==> src/rtl/rnd_vec_gen_ms_if.sv <==
// ---------------------------------------------------------------------------
// rnd_vec_gen_ms_if
// Command / result bundle of the lagged-Fibonacci vector generator.
//   master : drives seed_valid, seed_data, next, save, restore, skip, slot,
//            skip_cnt; observes out, out_valid, busy, err
//   slave  : the generator itself (mirror directions)
// SLOT_W = max(1, clog2(NUM_SLOTS)); it must agree with the generator's own
// slot index width.
// ---------------------------------------------------------------------------
interface rnd_vec_gen_ms_if #(
  parameter int OUT_SIZE  = 8,
  parameter int NUM_SLOTS = 4,
  parameter int SKIP_W    = 8
);
  localparam int SLOT_W = (NUM_SLOTS > 1) ? $clog2(NUM_SLOTS) : 1;

  logic                seed_valid;
  logic [OUT_SIZE-1:0] seed_data;
  logic                next;
  logic                save;
  logic                restore;
  logic                skip;
  logic [SLOT_W-1:0]   slot;
  logic [SKIP_W-1:0]   skip_cnt;
  logic [OUT_SIZE-1:0] out;
  logic                out_valid;
  logic                busy;
  logic                err;

  modport master (
    output seed_valid, seed_data, next, save, restore, skip, slot, skip_cnt,
    input  out, out_valid, busy, err
  );

  modport slave (
    input  seed_valid, seed_data, next, save, restore, skip, slot, skip_cnt,
    output out, out_valid, busy, err
  );
endinterface

==> src/rtl/rnd_vec_gen_ms.sv <==
// ---------------------------------------------------------------------------
// rnd_vec_gen_ms
// Additive lagged-Fibonacci random-vector generator with multi-word seeding,
// automatic warm-up, addressable checkpoint slots and multi-step skip-ahead.
// Ports:
//   clk  : rising-edge clock
//   rst  : asynchronous active-high reset
//   bus  : rnd_vec_gen_ms_if.slave
//          seed_valid/seed_data : one seed word per cycle
//          next/save/restore/skip strobes, slot index, skip_cnt
//          out (= newest generator word), out_valid (READY),
//          busy (SEED/WARMUP/SKIP), err (one-cycle illegal-command pulse)
// ---------------------------------------------------------------------------
module rnd_vec_gen_ms #(
  parameter int OUT_SIZE      = 8,
  parameter int LFSR_LENGTH   = 3,
  parameter int LFSR_FEEDBACK = 2,
  parameter int NUM_SLOTS     = 4,
  parameter int WARMUP_STEPS  = 6,
  parameter int SKIP_W        = 8
) (
  input logic            clk,
  input logic            rst,
  rnd_vec_gen_ms_if.slave bus
);
  localparam int SLOT_W = (NUM_SLOTS > 1) ? $clog2(NUM_SLOTS) : 1;
  localparam int SEED_W = $clog2(LFSR_LENGTH + 1);
  localparam int WARM_W = (WARMUP_STEPS > 0) ? $clog2(WARMUP_STEPS + 1) : 1;
  // One down-counter serves both warm-up and skip runs.
  localparam int STEP_W = (SKIP_W > WARM_W) ? SKIP_W : WARM_W;

  typedef enum logic [2:0] {S_EMPTY, S_SEED, S_WARMUP, S_READY, S_SKIP} state_t;
  typedef enum logic [1:0] {OP_HOLD, OP_SEED, OP_STEP, OP_RESTORE} op_t;

  state_t              r_state;
  logic [SEED_W-1:0]   r_seed_cnt;
  logic [STEP_W-1:0]   r_step_cnt;
  logic                r_out_valid;
  logic                r_busy;
  logic                r_err;
  logic [OUT_SIZE-1:0] r_gen [LFSR_LENGTH];           // r_gen[0] is newest
  logic [OUT_SIZE-1:0] r_slot_mem [NUM_SLOTS][LFSR_LENGTH];
  logic [NUM_SLOTS-1:0] r_slot_valid;

  state_t              w_state_next;
  op_t                 w_op;
  logic                w_save_en;
  logic                w_err_next;
  logic                w_out_valid_next;
  logic                w_busy_next;
  logic [SEED_W-1:0]   w_seed_cnt_next;
  logic [STEP_W-1:0]   w_step_cnt_next;
  logic                w_any_cmd;
  logic                w_slot_ok;
  logic                w_seed_last;
  logic                w_any_odd;
  logic [OUT_SIZE-1:0] w_sum;
  logic [OUT_SIZE-1:0] w_step_word;
  logic [OUT_SIZE-1:0] w_gen_next [LFSR_LENGTH];

  assign w_any_cmd   = bus.next | bus.save | bus.restore | bus.skip;
  assign w_slot_ok   = ({1'b0, bus.slot} < (SLOT_W + 1)'(NUM_SLOTS));
  // The word arriving now completes the seed when it is the LFSR_LENGTH-th.
  assign w_seed_last = (r_state == S_SEED) ? (r_seed_cnt == SEED_W'(LFSR_LENGTH - 1))
                                           : (LFSR_LENGTH == 1);

  // Step word: lagged sum, LSB forced to 1 when the whole register is even so
  // the sequence never collapses into the all-even subspace.
  always_comb begin
    w_any_odd = 1'b0;
    for (int i = 0; i < LFSR_LENGTH; i++) w_any_odd = w_any_odd | r_gen[i][0];
    w_sum = r_gen[LFSR_LENGTH-1] + r_gen[LFSR_FEEDBACK-1];
  end
  assign w_step_word = w_sum | OUT_SIZE'(!w_any_odd);

  // ---------------- FSM: state register ----------------
  always_ff @(posedge clk or posedge rst) begin
    if (rst) begin
      r_state     <= S_EMPTY;
      r_seed_cnt  <= '0;
      r_step_cnt  <= '0;
      r_out_valid <= 1'b0;
      r_busy      <= 1'b0;
      r_err       <= 1'b0;
    end else begin
      r_state     <= w_state_next;
      r_seed_cnt  <= w_seed_cnt_next;
      r_step_cnt  <= w_step_cnt_next;
      r_out_valid <= w_out_valid_next;
      r_busy      <= w_busy_next;
      r_err       <= w_err_next;
    end
  end

  // ---------------- FSM: next-state logic ----------------
  always_comb begin
    w_state_next = r_state;
    if (bus.seed_valid) begin
      // Seeding preempts everything, including warm-up and skip runs.
      if (!w_seed_last)           w_state_next = S_SEED;
      else if (WARMUP_STEPS == 0) w_state_next = S_READY;
      else                        w_state_next = S_WARMUP;
    end else begin
      case (r_state)
        S_WARMUP, S_SKIP: if (r_step_cnt <= STEP_W'(1)) w_state_next = S_READY;
        S_READY: if (!bus.restore && !bus.save && !bus.next && bus.skip &&
                     (bus.skip_cnt != '0)) w_state_next = S_SKIP;
        default: w_state_next = r_state;
      endcase
    end
  end

  // ---------------- FSM: output / datapath control ----------------
  always_comb begin
    w_op             = OP_HOLD;
    w_save_en        = 1'b0;
    w_err_next       = 1'b0;
    w_seed_cnt_next  = r_seed_cnt;
    w_step_cnt_next  = r_step_cnt;
    w_out_valid_next = (w_state_next == S_READY);
    w_busy_next      = (w_state_next == S_SEED) || (w_state_next == S_WARMUP) ||
                       (w_state_next == S_SKIP);
    if (bus.seed_valid) begin
      w_op            = OP_SEED;
      w_err_next      = w_any_cmd;
      w_seed_cnt_next = (r_state == S_SEED) ? r_seed_cnt + SEED_W'(1) : SEED_W'(1);
      w_step_cnt_next = STEP_W'(WARMUP_STEPS);
    end else begin
      case (r_state)
        S_WARMUP, S_SKIP: begin
          w_op            = OP_STEP;
          w_step_cnt_next = r_step_cnt - STEP_W'(1);
          w_err_next      = w_any_cmd;
        end
        S_READY: begin
          if (bus.restore) begin
            if (w_slot_ok && r_slot_valid[bus.slot]) w_op = OP_RESTORE;
            else                                     w_err_next = 1'b1;
          end else if (bus.save) begin
            if (w_slot_ok) w_save_en  = 1'b1;
            else           w_err_next = 1'b1;
          end else if (bus.next) begin
            w_op = OP_STEP;
          end else if (bus.skip) begin
            w_step_cnt_next = STEP_W'(bus.skip_cnt);
          end
        end
        default: w_err_next = w_any_cmd;   // EMPTY or SEED without a word
      endcase
    end
  end

  // ---------------- generator register ----------------
  genvar gi;
  generate
    for (gi = 0; gi < LFSR_LENGTH; gi++) begin : g_gen_next
      logic [OUT_SIZE-1:0] w_shift_in;
      if (gi == 0) begin : g_head
        assign w_shift_in = (w_op == OP_SEED) ? bus.seed_data : w_step_word;
      end else begin : g_tail
        assign w_shift_in = r_gen[gi-1];
      end
      assign w_gen_next[gi] = (w_op == OP_RESTORE) ? r_slot_mem[bus.slot][gi] : w_shift_in;
    end
  endgenerate

  always_ff @(posedge clk or posedge rst) begin
    if (rst) begin
      for (int i = 0; i < LFSR_LENGTH; i++) r_gen[i] <= '0;
    end else if (w_op != OP_HOLD) begin
      for (int i = 0; i < LFSR_LENGTH; i++) r_gen[i] <= w_gen_next[i];
    end
  end

  // Checkpoint slots are cleared by reset, so they live in flops, not RAM.
  always_ff @(posedge clk or posedge rst) begin
    if (rst) begin
      r_slot_valid <= '0;
      for (int s = 0; s < NUM_SLOTS; s++)
        for (int i = 0; i < LFSR_LENGTH; i++) r_slot_mem[s][i] <= '0;
    end else if (w_save_en) begin
      r_slot_valid[bus.slot] <= 1'b1;
      for (int i = 0; i < LFSR_LENGTH; i++) r_slot_mem[bus.slot][i] <= r_gen[i];
    end
  end

  assign bus.out       = r_gen[0];
  assign bus.out_valid = r_out_valid;
  assign bus.busy      = r_busy;
  assign bus.err       = r_err;
endmodule

==> src/flat_wrapper.sv <==
// flat-port wrapper written by rule: the top's interface ports become plain ports
module rnd_vec_gen_ms_flat 
#(
  parameter int OUT_SIZE      = 8,
  parameter int LFSR_LENGTH   = 3,
  parameter int LFSR_FEEDBACK = 2,
  parameter int NUM_SLOTS     = 4,
  parameter int WARMUP_STEPS  = 6,
  parameter int SKIP_W        = 8
)
  (clk, rst, bus_seed_valid, bus_seed_data, bus_next, bus_save, bus_restore, bus_skip, bus_slot, bus_skip_cnt, bus_out, bus_out_valid, bus_busy, bus_err);
  rnd_vec_gen_ms_if #(.OUT_SIZE(OUT_SIZE), .NUM_SLOTS(NUM_SLOTS), .SKIP_W(SKIP_W)) bus_i ();
  input logic clk;
  input logic rst;
  input wire logic [$bits(bus_i.seed_valid)-1:0] bus_seed_valid;
  input wire logic [$bits(bus_i.seed_data)-1:0] bus_seed_data;
  input wire logic [$bits(bus_i.next)-1:0] bus_next;
  input wire logic [$bits(bus_i.save)-1:0] bus_save;
  input wire logic [$bits(bus_i.restore)-1:0] bus_restore;
  input wire logic [$bits(bus_i.skip)-1:0] bus_skip;
  input wire logic [$bits(bus_i.slot)-1:0] bus_slot;
  input wire logic [$bits(bus_i.skip_cnt)-1:0] bus_skip_cnt;
  output wire logic [$bits(bus_i.out)-1:0] bus_out;
  output wire logic [$bits(bus_i.out_valid)-1:0] bus_out_valid;
  output wire logic [$bits(bus_i.busy)-1:0] bus_busy;
  output wire logic [$bits(bus_i.err)-1:0] bus_err;
  assign bus_i.seed_valid = bus_seed_valid;
  assign bus_i.seed_data = bus_seed_data;
  assign bus_i.next = bus_next;
  assign bus_i.save = bus_save;
  assign bus_i.restore = bus_restore;
  assign bus_i.skip = bus_skip;
  assign bus_i.slot = bus_slot;
  assign bus_i.skip_cnt = bus_skip_cnt;
  assign bus_out = bus_i.out;
  assign bus_out_valid = bus_i.out_valid;
  assign bus_busy = bus_i.busy;
  assign bus_err = bus_i.err;
  rnd_vec_gen_ms #(.OUT_SIZE(OUT_SIZE), .LFSR_LENGTH(LFSR_LENGTH), .LFSR_FEEDBACK(LFSR_FEEDBACK), .NUM_SLOTS(NUM_SLOTS), .WARMUP_STEPS(WARMUP_STEPS), .SKIP_W(SKIP_W)) u_core (.clk(clk), .rst(rst), .bus(bus_i));
endmodule
==> config.mk <==
export PLATFORM = sky130hd
export DESIGN_NAME = rnd_vec_gen_ms_flat
export DESIGN_NICKNAME = d
export VERILOG_FILES = /design/src/rtl/rnd_vec_gen_ms_if.sv /design/src/rtl/rnd_vec_gen_ms.sv /design/src/flat_wrapper.sv
export SDC_FILE = /design/constraint.sdc
export NUM_CORES = 1
export LEC_CHECK = 0
export CORE_MARGIN = 8
export CORE_UTILIZATION = 45
export DETAILED_ROUTE_END_ITERATION = 16
export GPL_TIMING_DRIVEN = 0
export PLACE_DENSITY = 0.69
export SYNTH_ARGS = -nofsm -noshare
export SYNTH_HDL_FRONTEND = slang
export SYNTH_SLANG_ARGS = --single-unit
==> constraint.sdc <==
create_clock -name clk -period 5.6 [get_ports clk]
set_input_delay 0.84 -clock clk [delete_from_list [all_inputs] [get_ports clk]]
set_output_delay 0.84 -clock clk [all_outputs]
set_load 0.02 [all_outputs]
==> metrics.json <==
{
  "timing": {
    "report.final.setup_viol": 0,
    "fmax_ghz": 0.331,
    "worst_slew_margin": 0.503,
    "timing.final.crit_share": 0.540,
    "worst_hold_slack_ns": 0.472,
    "tightest_slew_ns": 0.746,
    "grt_setup_unrepaired": "false",
    "timing.final.max_slew_violations": 0,
    "finalHoldViolCount": 0,
    "layout_min_cycle_time_ns": 3.02,
    "timing.clock.skew_ns": 0.00762,
    "fin_ws_ns": 2.58
  },
  "floorplan": {
    "start_util": 0.456,
    "io_pins": 36,
    "die-height_um": 140,
    "floorplan.die_area_sq_um": 19500,
    "core_sq_um": 15100,
    "die_width_um": 140,
    "placement_rows": 45
  },
  "clocking": {
    "cts_inserted_buffers": 17,
    "clock_latency_ns": 0.43,
    "clkSinkCount": 140,
    "cts.repair.resized": 0,
    "cts.root.buffer_cell": "sky130_fd_sc_hd__clkbuf_16",
    "post_cts_hold_buffer_count": 0,
    "h_tree_level_count": 4,
    "tritoncts": "built",
    "cts.reportedPaths.clkPinSlew_ns": 0.06,
    "post-cts-setup-buffers": 0,
    "clock_tree.buffer_depth": 2
  },
  "worst_setup_path": {
    "regToRegSetupSlack_ns": 2.95,
    "cp_cell_sequence": "clkdlybuf4s50_1, buf_2, buf_2, nor2_1, nand2_1, buf_2, mux2_2",
    "crit_fanout": 10,
    "critical_path_class": "input pin to flop",
    "end_kind": "flop",
    "max_stage_delay_ns": 0.53,
    "worstPathBufferInverterCount": 4,
    "worst_r2r_startpoint": "u_core.r_state[2]",
    "critical_path.reg2reg.endpoint": "u_core.r_slot_mem[90]",
    "cp_common_cell": "sky130_fd_sc_hd__buf_2",
    "worstPathArrival_ns": 3.33,
    "path_delay_family": "buffers and inverters",
    "crit_required_ns": 5.90,
    "cp-start-kind": "input pin",
    "worst-r2r-cell-count": 7,
    "worst_path_max_delay_cell": "sky130_fd_sc_hd__clkdlybuf4s50_1"
  },
  "grt": {
    "met1_usage": 0.222,
    "grt_pass1_wl_mm": 26.3,
    "grt.total_usage": 0.173,
    "grt_most_used_layer": "met2",
    "globalRouteMet2Util": 0.278,
    "use_met3": 0.0421,
    "grt_max_degree": 82,
    "antenna_found_initial": 0,
    "first_global_vias": 4860,
    "grt_overflow": 0
  },
  "detailed_routing": {
    "route.detailed.wl_per_inst_um": 20.3,
    "num_vias": 4651,
    "detail_route.vias_per_cell": 5.87,
    "ant_nets": 0,
    "detail_route.first_pass.iterations": 5,
    "totalWireLength_mm": 16.1,
    "first_iter_violations": 408,
    "post-route-drc-count": 0
  },
  "synthesis": {
    "synth_fp_nets": 575,
    "ys.warnings.count": 0,
    "synth.top_cells.by_area": "sky130_fd_sc_hd__dfrtp_1 (51%), sky130_fd_sc_hd__mux2_2 (16%), sky130_fd_sc_hd__mux4_2 (7.9%)",
    "synth_sequential_area_ratio": 0.509,
    "share_of_synthesized_registers_carrying_an_async_set_or_reset": 1.00,
    "synth-seq-cells": 140,
    "yosysUniqueCellTypes": 58,
    "post_synth.cell_area_avg_sq_um": 12.8,
    "yosys_top_cell_area_share": 0.509,
    "synth_flop_cell": "sky130_fd_sc_hd__dfrtp_1",
    "mappedNetlistArea_sq_um": 6880,
    "cells_after_synthesis": 539,
    "synth_enable_flop_cells": 0,
    "synthDominantAreaCellType": "sky130_fd_sc_hd__dfrtp_1"
  },
  "run": {
    "drv.max_cap_violation_count": 0
  },
  "worst_hold_path": {
    "min-delay-path-class": "flop to flop",
    "hold_path_depth": 1,
    "hold_path.startpoint": "u_core.r_slot_valid[3]",
    "holdPathEnd": "u_core.r_slot_valid[3]"
  },
  "pwr": {
    "pwr_density_cell_nw_per_um2": 434,
    "power_leakage_nw": 3.86,
    "max-vdd-ir-drop_mv": 0.247
  },
  "place": {
    "routabilityCongestion": 0.881,
    "detailed_place_hpwl_mm": 10.9,
    "buffer_ports.inserted": 34,
    "post-place-ws_ns": 2.08
  },
  "finish": {
    "n_fill_cell": 1253,
    "layout-area-overhead-vs-synth_pct": 17.0,
    "antenna_cells_inserted": 0,
    "design.final.nets": 629,
    "final_layout_size_suffix_gt1_frac": 0.311
  },
  "outcome": {
    "run_status": "complete, no violations"
  }
}
metal layers:
layer	vias up	part of all wire	wire length (um)
met5	-	0	0
met4	0	0.018	293
met3	28	0.056	900
met2	146	0.49	7860
met1	2378	0.44	7050
li1	2099	-	-
through the flow:
stage	instance area, sq um	power (mW)	util	cells	TNS (ns)
finish	8060	3.50	0.534	792	0
global route	8060	3.68	0.534	792	0
CTS	8060	3.51	0.534	792	0
detailed placement	7490	2.42	0.497	762	0
global placement	7460	2.36	0.494	761	-94.20
floorplan	6880	2.11	-	539	0
sequential cells by signal, indices dropped and copies added (netlist names):
name                          flops
u_core.bus.busy                   1
u_core.bus.err                    1
u_core.bus.out                    8
u_core.bus.out_valid              1
u_core.g_gen_next.w_shift_in      8
u_core.r_gen                      8
u_core.r_seed_cnt                 2
u_core.r_slot_mem                96
u_core.r_slot_valid               4
u_core.r_state                    3
u_core.r_step_cnt                 8
final cells by class:
class	instances	area, sq um	area share
flip-flops and latches	140	3500	0.435
clock buffers	19	443	0.0550
repair buffers	35	368	0.0457
multi-input cells	349	3130	0.388
inverters	12	50.0	0.00621
plain buffers	38	208	0.0258
well taps	188	235	0.0292
clock inverters	11	121	0.0151
synthesized netlist by cell type, drive strengths merged, types with 4 or more instances:
library cell	n
mux2i	21
clkbuf	8
mux4	24
inv	11
nand2b	5
nand3	8
buf	30
a211oi	5
o22ai	6
ha	10
mux2	97
o21a	4
a21oi	12
or3	4
nor4	6
nor3	6
o31ai	4
nor2	26
dfrtp	140
o21ai	31
nand2	35
o31a	4
cells by family (layout without fill, tap and decap cells):
kind of cell    after synthesis  in the layout  share of synthesized area
compound gates               89             89                     0.0871
xor+xnor                      3              3                    0.00382
fa+ha+maj                    11             11                     0.0211
buf+inv                      50            115                     0.0367
flops                       140            140                      0.509
mux                         142            142                      0.268
simple gates                104            104                     0.0747
worst max-delay path by stage:
stage                      startpoint               endpoint  slack, ns  cells past startpoint
final                     bus_slot[0]  u_core.r_slot_mem[29]       2.58                      7
after global routing      bus_slot[0]  u_core.r_slot_mem[44]       2.39                      7
after CTS                 bus_slot[0]  u_core.r_slot_mem[29]       2.52                      7
after detailed placement  bus_slot[0]  u_core.r_slot_mem[44]       2.08                      7
after global placement            rst   u_core.r_step_cnt[6]      -0.68                      2
after floorplan                   rst        u_core.bus.busy       1.01                      1
cell usage in the layout (no fill, tap or decap), types with 12 or more instances in the layout:
cell type / instances
sky130_fd_sc_hd__a21oi_1: 12
sky130_fd_sc_hd__nand2_1: 35
sky130_fd_sc_hd__nor2_1: 25
sky130_fd_sc_hd__mux4_2: 24
sky130_fd_sc_hd__clkbuf_16: 17
sky130_fd_sc_hd__dfrtp_1: 140
sky130_fd_sc_hd__buf_4: 12
sky130_fd_sc_hd__mux2_2: 95
sky130_fd_sc_hd__o21ai_0: 31
sky130_fd_sc_hd__clkdlybuf4s50_1: 34
sky130_fd_sc_hd__mux2i_1: 21
sky130_fd_sc_hd__buf_2: 16
power by group:
part	internal [mW]	switching [mW]	total [mW]	leakage, nW
Clock	0.660	0.423	1.08	0.275
Combinational	0.483	0.434	0.917	1.71
Sequential	1.26	0.242	1.50	1.87
Total	2.40	1.10	3.50	3.86
worst reg2reg max path, cell delays in order (launching register included):
cell	delay, ns
sky130_fd_sc_hd__dfrtp_1	0.35
sky130_fd_sc_hd__buf_4	0.16
sky130_fd_sc_hd__and3b_1	0.20
sky130_fd_sc_hd__buf_2	0.22
sky130_fd_sc_hd__nand3_1	0.27
sky130_fd_sc_hd__nor3_2	0.63
sky130_fd_sc_hd__buf_4	0.34
sky130_fd_sc_hd__mux2_2	0.37
No activity file was read; power rests on OpenSTA's default activity.
